`src/rtl/mux_arb_pkg.sv`:
```
// mux_arb_pkg: shared state encodings and default parameters for the two-requester mux arbiter.
package mux_arb_pkg;
    localparam int DEF_WIDTH    = 8;
    localparam int DEF_HOLD_MAX = 4;
    typedef enum logic [1:0] {IDLE = 2'd0, GNT_A = 2'd1, GNT_B = 2'd2} state_t;
    typedef enum logic {OWN_A = 1'b0, OWN_B = 1'b1} owner_t;
endpackage

```
`src/rtl/mux2w.sv`:
```
// mux2w: WIDTH-bit 2:1 multiplexer, s=0 selects a, s=1 selects b.
module mux2w
    import mux_arb_pkg::*;
#(
    parameter int WIDTH = DEF_WIDTH
) (
    input  logic [WIDTH-1:0] a,
    input  logic [WIDTH-1:0] b,
    input  logic             s,
    output logic [WIDTH-1:0] y
);
    assign y = s ? b : a;
endmodule

```
`src/rtl/mux2_arbiter.sv`:
```
// mux2_arbiter: round-robin two-requester arbiter driving a registered shared mux.
// Define ARB_HOLD_LIMIT_EN to cap a contested tenure at HOLD_MAX grant cycles.
module mux2_arbiter
    import mux_arb_pkg::*;
#(
    parameter int WIDTH    = DEF_WIDTH,
    parameter int HOLD_MAX = DEF_HOLD_MAX
) (
    input  logic             clk,
    input  logic             reset,
    input  logic             req_a,
    input  logic             req_b,
    input  logic [WIDTH-1:0] a,
    input  logic [WIDTH-1:0] b,
    output logic             gnt_a,
    output logic             gnt_b,
    output logic             s,
    output logic [WIDTH-1:0] y,
    output logic             y_valid
);
    state_t           state, nxt;
    owner_t           last_gnt;
    logic [WIDTH-1:0] mux_y;
    logic             own_req, oth_req, hand_off, granted;

    assign granted = state == GNT_A || state == GNT_B;
    assign own_req = state == GNT_A ? req_a : req_b;
    assign oth_req = state == GNT_A ? req_b : req_a;

`ifdef ARB_HOLD_LIMIT_EN
    localparam int CW = HOLD_MAX > 1 ? $clog2(HOLD_MAX) : 1;
    logic [CW-1:0] cnt;
    // cnt saturates at HOLD_MAX-1, so a request arriving late in a long tenure preempts on the next edge
    assign hand_off = oth_req && cnt == CW'(HOLD_MAX - 1);
    always_ff @(posedge clk or posedge reset) begin
        if (reset)
            cnt <= '0;
        else
            cnt <= nxt != state ? '0 : (granted && cnt != CW'(HOLD_MAX - 1)) ? cnt + CW'(1) : cnt;
    end
`else
    assign hand_off = 1'b0;
`endif

    always_comb begin
        nxt = state;
        if (!granted)
            nxt = (req_a && req_b) ? (last_gnt == OWN_A ? GNT_B : GNT_A) :
                  req_a ? GNT_A : req_b ? GNT_B : IDLE;
        else if (!own_req || hand_off)
            nxt = oth_req ? (state == GNT_A ? GNT_B : GNT_A) : IDLE;
    end

    mux2w #(.WIDTH(WIDTH)) u_mux (.a(a), .b(b), .s(s), .y(mux_y));

    always_ff @(posedge clk or posedge reset) begin
        if (reset) begin
            state    <= IDLE;
            gnt_a    <= 1'b0;
            gnt_b    <= 1'b0;
            s        <= 1'b0;
            y        <= '0;
            y_valid  <= 1'b0;
            last_gnt <= OWN_B;
        end else begin
            state   <= nxt;
            gnt_a   <= nxt == GNT_A;
            gnt_b   <= nxt == GNT_B;
            s       <= nxt == GNT_B ? 1'b1 : nxt == GNT_A ? 1'b0 : s;
            y_valid <= granted;
            if (granted)
                y <= mux_y;
            if (nxt != state && nxt != IDLE)
                last_gnt <= nxt == GNT_A ? OWN_A : OWN_B;
        end
    end
endmodule

```
`config.mk`:
```
export PLATFORM = sky130hd
export DESIGN_NAME = mux2_arbiter
export DESIGN_NICKNAME = d
export VERILOG_FILES = /design/src/rtl/mux_arb_pkg.sv /design/src/rtl/mux2w.sv /design/src/rtl/mux2_arbiter.sv
export SDC_FILE = /design/constraint.sdc
export NUM_CORES = 1
export LEC_CHECK = 0
export BUFFER_PORTS_ARGS = -buffer_cell sky130_fd_sc_hd__buf_2
export CAP_MARGIN = 20
export CORE_MARGIN = 1
export CORE_UTILIZATION = 35
export DETAILED_ROUTE_END_ITERATION = 12
export PLACE_DENSITY_LB_ADDON = 0.3
export SLEW_MARGIN = 20
export SYNTH_ARGS = -nofsm -noshare
export SYNTH_HDL_FRONTEND = slang
export SYNTH_SLANG_ARGS = --single-unit
export TNS_END_PERCENT = 10
```
`constraint.sdc`:
```
create_clock -name clk -period 2.35 [get_ports clk]
set_input_delay 0.3525 -clock clk [delete_from_list [all_inputs] [get_ports clk]]
set_output_delay 0.3525 -clock clk [all_outputs]
set_load 0.02 [all_outputs]
```
==> flow_metrics.env, run 1 <==
export IMPL_synth_edf_count=0
export IMPL_yosysWarnings=0
export IMPL_wl_met1_um=855
export IMPL_htreeDepth=1
export IMPL_max_clock_path_buffers=2
export IMPL_place_congestion=0.764
export IMPL_syn_area_sq_um=821
export IMPL_path_clk_slew_ns=0.09
export IMPL_grt_overflow=0
export IMPL_startpoint="state[0]"
export IMPL_io_buffers=31
export IMPL_max_cap_violations=0
export IMPL_grt_pass1_wl_um=3290
export IMPL_initial_core_util=0.371
export IMPL_rows=17
export IMPL_ys_types=26
export IMPL_clkPwrFrac=0.082
export IMPL_max_freq_ghz=0.407
export IMPL_hold_violations=0
export IMPL_r2r_end="last_gnt"
export IMPL_setup_viol=2
export IMPL_hpwl_um=1490
export IMPL_viasPerCell=4.74
export IMPL_p_int_w=0.00104
export IMPL_cp_required_ns=2.56
export IMPL_ys_seq_elements=15
export IMPL_diodes=0
export IMPL_skew_ns=0.00260
export IMPL_postSynthCellCount=82
export IMPL_seqPwrFrac=0.261
export IMPL_start_kind="flip-flop"
export IMPL_clock_sinks=15
export IMPL_drt_iter0_drc=14
export IMPL_wire_per_inst_um=12.5
export IMPL_path_class="reg2reg"
export IMPL_worstSkewPairLatency_ns=0.28
export IMPL_track_usage=0.170
export IMPL_mappedNetlistNets=107
export IMPL_wl_met2_um=1050
export IMPL_synth_area_per_cell_sq_um=10.0
export IMPL_nNetsFinal=158
export IMPL_grt_max_degree=24
export IMPL_worst_ir_drop_vdd_v=0.000813
export IMPL_area_delta_synth_final_pct=46.2
export IMPL_highest_layer="met3"
export IMPL_root_buffer="clkbuf_4"
export IMPL_design_portCount=32
export IMPL_worstPathMaxFanout=3
export IMPL_yosysSeqAreaShare=0.459
export IMPL_synth_largest_area_cell="dfrtp_1"
export IMPL_die_x_um=50.4
export IMPL_async_flop_share=1.00
export IMPL_slew_headroom=0.619
export IMPL_period_share=1.05
export IMPL_powerDensity_mw_per_mm2=1510
export IMPL_grt_pass1_vias=801
export IMPL_r2r_slack_ns=-0.11
export IMPL_endpoint_kind="flip-flop"
export IMPL_coreArea_sq_mm=0.00221
export IMPL_cts_buffers=3
export IMPL_die_y_um=50.4
export IMPL_switching_share=0.428
export IMPL_yosysTopAreaCellShare=0.427
export IMPL_drive_above_1_share=0.500
export IMPL_final_cells=160
export IMPL_synthFlopType="dfrtp_1"
export IMPL_tightest_slew_ns=0.571
export IMPL_violations="setup timing"
export IMPL_place_inst=150
export IMPL_status="complete, but fails checks"
export IMPL_arrival_ns=2.67
export IMPL_p_leak_nw=0.614
export IMPL_cts_tree="yes"
export IMPL_ant_nets=0
export IMPL_r2r_cells=9
export IMPL_min_period_ns=2.46
export IMPL_comb_power_share=0.657
export IMPL_setup_ws_ns=-0.107
export IMPL_dr_wl_met3_um=100
export IMPL_wl_um=2010
export IMPL_yosys_top_cells_area="dfrtp_1 43%, mux2i_1 11%, ha_1 7.6%"
export IMPL_die_area_sq_mm=0.00254
export IMPL_p_sw_w=0.000778
export IMPL_rsz0062_at_grt="true"
export IMPL_routed_via_count=759
export IMPL_reg2reg_from="state[0]"
export IMPL_drv_slew=0
export IMPL_min_path_type="in2async"
export IMPL_drcViolationCount=0
export IMPL_final_common_cell="buf_2"
export IMPL_grt_antenna_before_repair=0
export IMPL_layout_common_cells="31 x buf_2, 18 x buf_4, 13 x dfrtp_1, 12 x nand2_1, 9 x mux2i_1"
export IMPL_crit_end="last_gnt"
export IMPL_hold_slack_ns=0.110
export IMPL_dr_pass1_iters=4
## cell usage after synthesis (2+ instances only)
master / n
clkbuf_1: 2
inv_1: 9
nand2_1: 13
o21ai_0: 9
a21boi_0: 3
dfrtp_1: 14
mux2i_1: 9
ha_1: 5
## what timing repair did
| item | CTS | global route |
|---|---|---|
| setup buffers | 1 | 5 |
| hold buffers | 0 | 0 |
| endpoints found under the setup margin | 2 | 2 |
| pin swaps | 1 | 7 |
| gates resized for setup | 2 | 6 |
| hold endpoints to repair | 0 | 0 |
## cells by family (layout without fill, tap and decap cells)
group           count (synthesis)  count (layout)  synth area share
buf+inv                        12              62            0.0564
simple gates                   19              19             0.111
flops                          15              15             0.459
fa+ha+maj                       5               5            0.0762
compound gates                 21              21             0.174
mux                            10              10             0.123
## worst min path at each step
stage	end	slack (ns)
finish	gnt_b	0.11
global route	gnt_b	0.15
CTS	gnt_b	0.14
detailed placement	s	0.44
global placement	y[4]	0.43
floorplan	gnt_a	0.25
## routing by layer
metal | vias to the layer above | GRT usage
li1 | 388 | -
met1 | 352 | 0.195
met2 | 19 | 0.318
met3 | 0 | 0.0273
met4 | 0 | 0.0556
met5 | - | 0
## critical path, stage by stage (launching register included)
cell and delay (ns):
dfrtp_2 0.44, ha_4 0.17, or4b_4 0.51, a21boi_4 0.15, o21ai_2 0.16, inv_2 0.06, ha_2 0.17, a311o_1 0.33
o221ai_2 0.19, mux2i_1 0.21
## sequential cells by signal, summed over array words and instances, names as in the netlist
register  cells
s             1
y_valid       1
gnt_b         1
gnt_a         1
last_gnt      1
y             8
state         2
## metrics by stage
step	instance area, sq um	total power, W	utilization	setup slack, ns	setup TNS, ns
final	1200	0.00182	0.542	-0.107	-0.168
after global routing	1200	0.00198	0.542	-0.213	-0.401
after CTS	1140	0.00170	0.518	-0.0663	-0.0663
after detailed placement	1110	0.00152	0.501	-0.0783	-0.0783
after global placement	1110	0.00149	0.501	-0.0488	-0.0488
after floorplan	840	0.00113	-	-0.102	-0.102
## area by class of cell
cell class	count	area (sq um)
inverters	9	33.8
repair buffers	49	290
fillers	202	1010
well taps	28	35.0
clock buffers	4	26.3
multi-input cells	55	437
flip-flops and latches	15	378
## power groups by stage
| stage | Sequential, W | Combinational (W) | Clock (W) |
|---|---|---|---|
| 2_1_floorplan | 0.000593 | 0.000536 | 0 |
| 3_3_place_gp | 0.000471 | 0.00102 | 0 |
| 3_5_place_dp | 0.000477 | 0.00105 | 0 |
| 4_1_cts | 0.000474 | 0.00108 | 0.000150 |
| 5_1_grt | 0.000490 | 0.00133 | 0.000165 |
| 6_report | 0.000474 | 0.00119 | 0.000149 |
(Power assumes the default switching activity.)
==> run 2: changes to the inputs <==
Settings changed: CTS_BUF_LIST set to sky130_fd_sc_hd__clkbuf_8, HOLD_SLACK_MARGIN set to 0.08.
==> run 2 against run 1 <==
  * The flow still finishes with violations (setup timing)
  * Maximum frequency decreased by 2.4%
  * Combinational power rose by 3%
  * Die area is the same
  * Design area increased by 3.1%
  * Count of clock-buffer cells in the layout is 1 lower
  * Highest routed layer is now met4
==> flow_metrics.env, run 2 (synthesis gave the netlist of run 1 again) <==
export IMPL_grt_antenna_before_repair=0
export IMPL_grt_pass1_wl_um=3450
export IMPL_max_freq_ghz=0.397
export IMPL_initial_core_util=0.371
export IMPL_worstSkewPairLatency_ns=0.24
export IMPL_worstPathMaxFanout=3
export IMPL_track_usage=0.181
export IMPL_die_x_um=50.4
export IMPL_min_path_type="in2async"
export IMPL_die_y_um=50.4
export IMPL_rows=17
export IMPL_skew_ns=0.00475
export IMPL_largestRegisters="y (8), state (2)"
export IMPL_worst_ir_drop_vdd_v=0.000892
export IMPL_routed_via_count=789
export IMPL_nNetsFinal=157
export IMPL_io_buffers=31
export IMPL_drcViolationCount=0
export IMPL_min_period_ns=2.52
export IMPL_cts_buffers=3
export IMPL_pre_cts_ws_ns=-0.0783
export IMPL_worst_path_largest_cell_delay_ns=0.53
export IMPL_largest_register_ffs=8
export IMPL_tightest_slew_ns=0.554
export IMPL_area_delta_synth_final_pct=50.8
export IMPL_endpoint_kind="flip-flop"
export IMPL_start_kind="flip-flop"
export IMPL_root_buffer="clkbuf_8"
export IMPL_largest_register="y"
export IMPL_period_share=1.07
export IMPL_final_cells=159
export IMPL_rsz0062_at_grt="true"
export IMPL_grt_pass1_vias=794
export IMPL_ant_nets=0
export IMPL_diodes=0
export IMPL_die_area_sq_mm=0.00254
export IMPL_arrival_ns=2.68
export IMPL_drt_iter0_drc=12
export IMPL_cp_required_ns=2.52
export IMPL_hold_violations=0
export IMPL_max_clock_path_buffers=2
export IMPL_grt_max_degree=24
export IMPL_path_class="reg2reg"
export IMPL_viasPerCell=4.96
export IMPL_hpwl_um=1490
export IMPL_design_portCount=32
export IMPL_cp_cell_sequence="ha_4, or4b_4, a21boi_4, o21ai_2, inv_2, ha_2, a311o_1, o221ai_2, mux2i_1"
export IMPL_clock_sinks=15
export IMPL_setup_ws_ns=-0.167
export IMPL_drive_above_1_share=0.504
export IMPL_place_congestion=0.764
export IMPL_grt_overflow=0
export IMPL_drv_slew=0
export IMPL_wire_per_inst_um=13.1
export IMPL_p_leak_nw=0.626
export IMPL_cts_tree="yes"
export IMPL_path_clk_slew_ns=0.06
export IMPL_max_cap_violations=0
export IMPL_layout_common_cells="31 x buf_2, 17 x buf_4, 13 x dfrtp_1, 12 x nand2_1, 9 x mux2i_1"
export IMPL_wl_um=2080
export IMPL_coreArea_sq_mm=0.00221
export IMPL_setup_viol=2
export IMPL_place_inst=150
export IMPL_status="complete, but fails checks"
export IMPL_dr_pass1_iters=4
export IMPL_slew_headroom=0.630
export IMPL_crit_slowest_cell="or4b_4"
export IMPL_htreeDepth=1
export IMPL_powerDensity_mw_per_mm2=1550
export IMPL_violations="setup timing"
export IMPL_final_common_cell="buf_2"
==> run 2: cell types whose count changed in the layout (fill, tap and decap cells not counted), sizes merged <==
cell    previous run  this run
buf               49        48
clkbuf             4         3
inv                9        10
==> run 2: timing repair <==
item / in CTS / in global routing
pin swaps: 2 / 7
gates resized for setup: 4 / 6
setup endpoints to repair: 2 / 2
hold buffers: 0 / 0
buffers inserted: 2 / 4
==> run 2: report_power, final <==
group	internal, W	switching, W
logic	0.000588	0.000645
clock network	0.000115	0.0000868
registers	0.000396	0.0000825
==> run 2: path summary, 6_finish.rpt <==
kind | from | endpoint | slack (ns) | depth (start not counted)
hold / removal | reset | gnt_b | 0.15 | 2
max in group asynchronous | reset | state[0] | 1.81 | 2
hold reg to reg | y[1] | y[1] | 0.48 | 2
setup / recovery | state[0] | last_gnt | -0.17 | 9
setup reg to reg | state[0] | last_gnt | -0.17 | 9
min in group clk | a[5] | y[5] | 0.40 | 3
==> run 2: layout make-up <==
class,instances,area (sq um)
fill,195,975
sequential,15,378
clock buffer,3,41.3
timing repair buffer,48,283
inverter,9,33.8
tap,28,35.0
clock inverter,1,3.75
multi-input combinational,55,463
==> run 2: routing by layer <==
layer | wire, um | global-route usage
met5 | 0 | 0
met4 | 38 | 0.0833
met3 | 143 | 0.0242
met2 | 1070 | 0.324
met1 | 830 | 0.210
==> run 2: critical path: cells and delay by family, from the launching register on <==
family	cells	cell delay [ns]
simple gates	1	0.53
fa+ha+maj	2	0.34
flops	1	0.44
mux	1	0.24
buf+inv	1	0.06
compound gates	4	0.82
==> run 2: through the flow <==
stage	hold WS [ns]	total power [W]	util	instance area (sq um)	setup TNS, ns
floorplan	0.253	0.00113	-	840	-0.102
global placement	0.428	0.00149	0.501	1110	-0.0488
detailed placement	0.440	0.00152	0.501	1110	-0.0783
CTS	0.182	0.00180	0.533	1180	-0.120
global route	0.207	0.00206	0.559	1240	-0.391
finish	0.147	0.00191	0.559	1240	-0.253
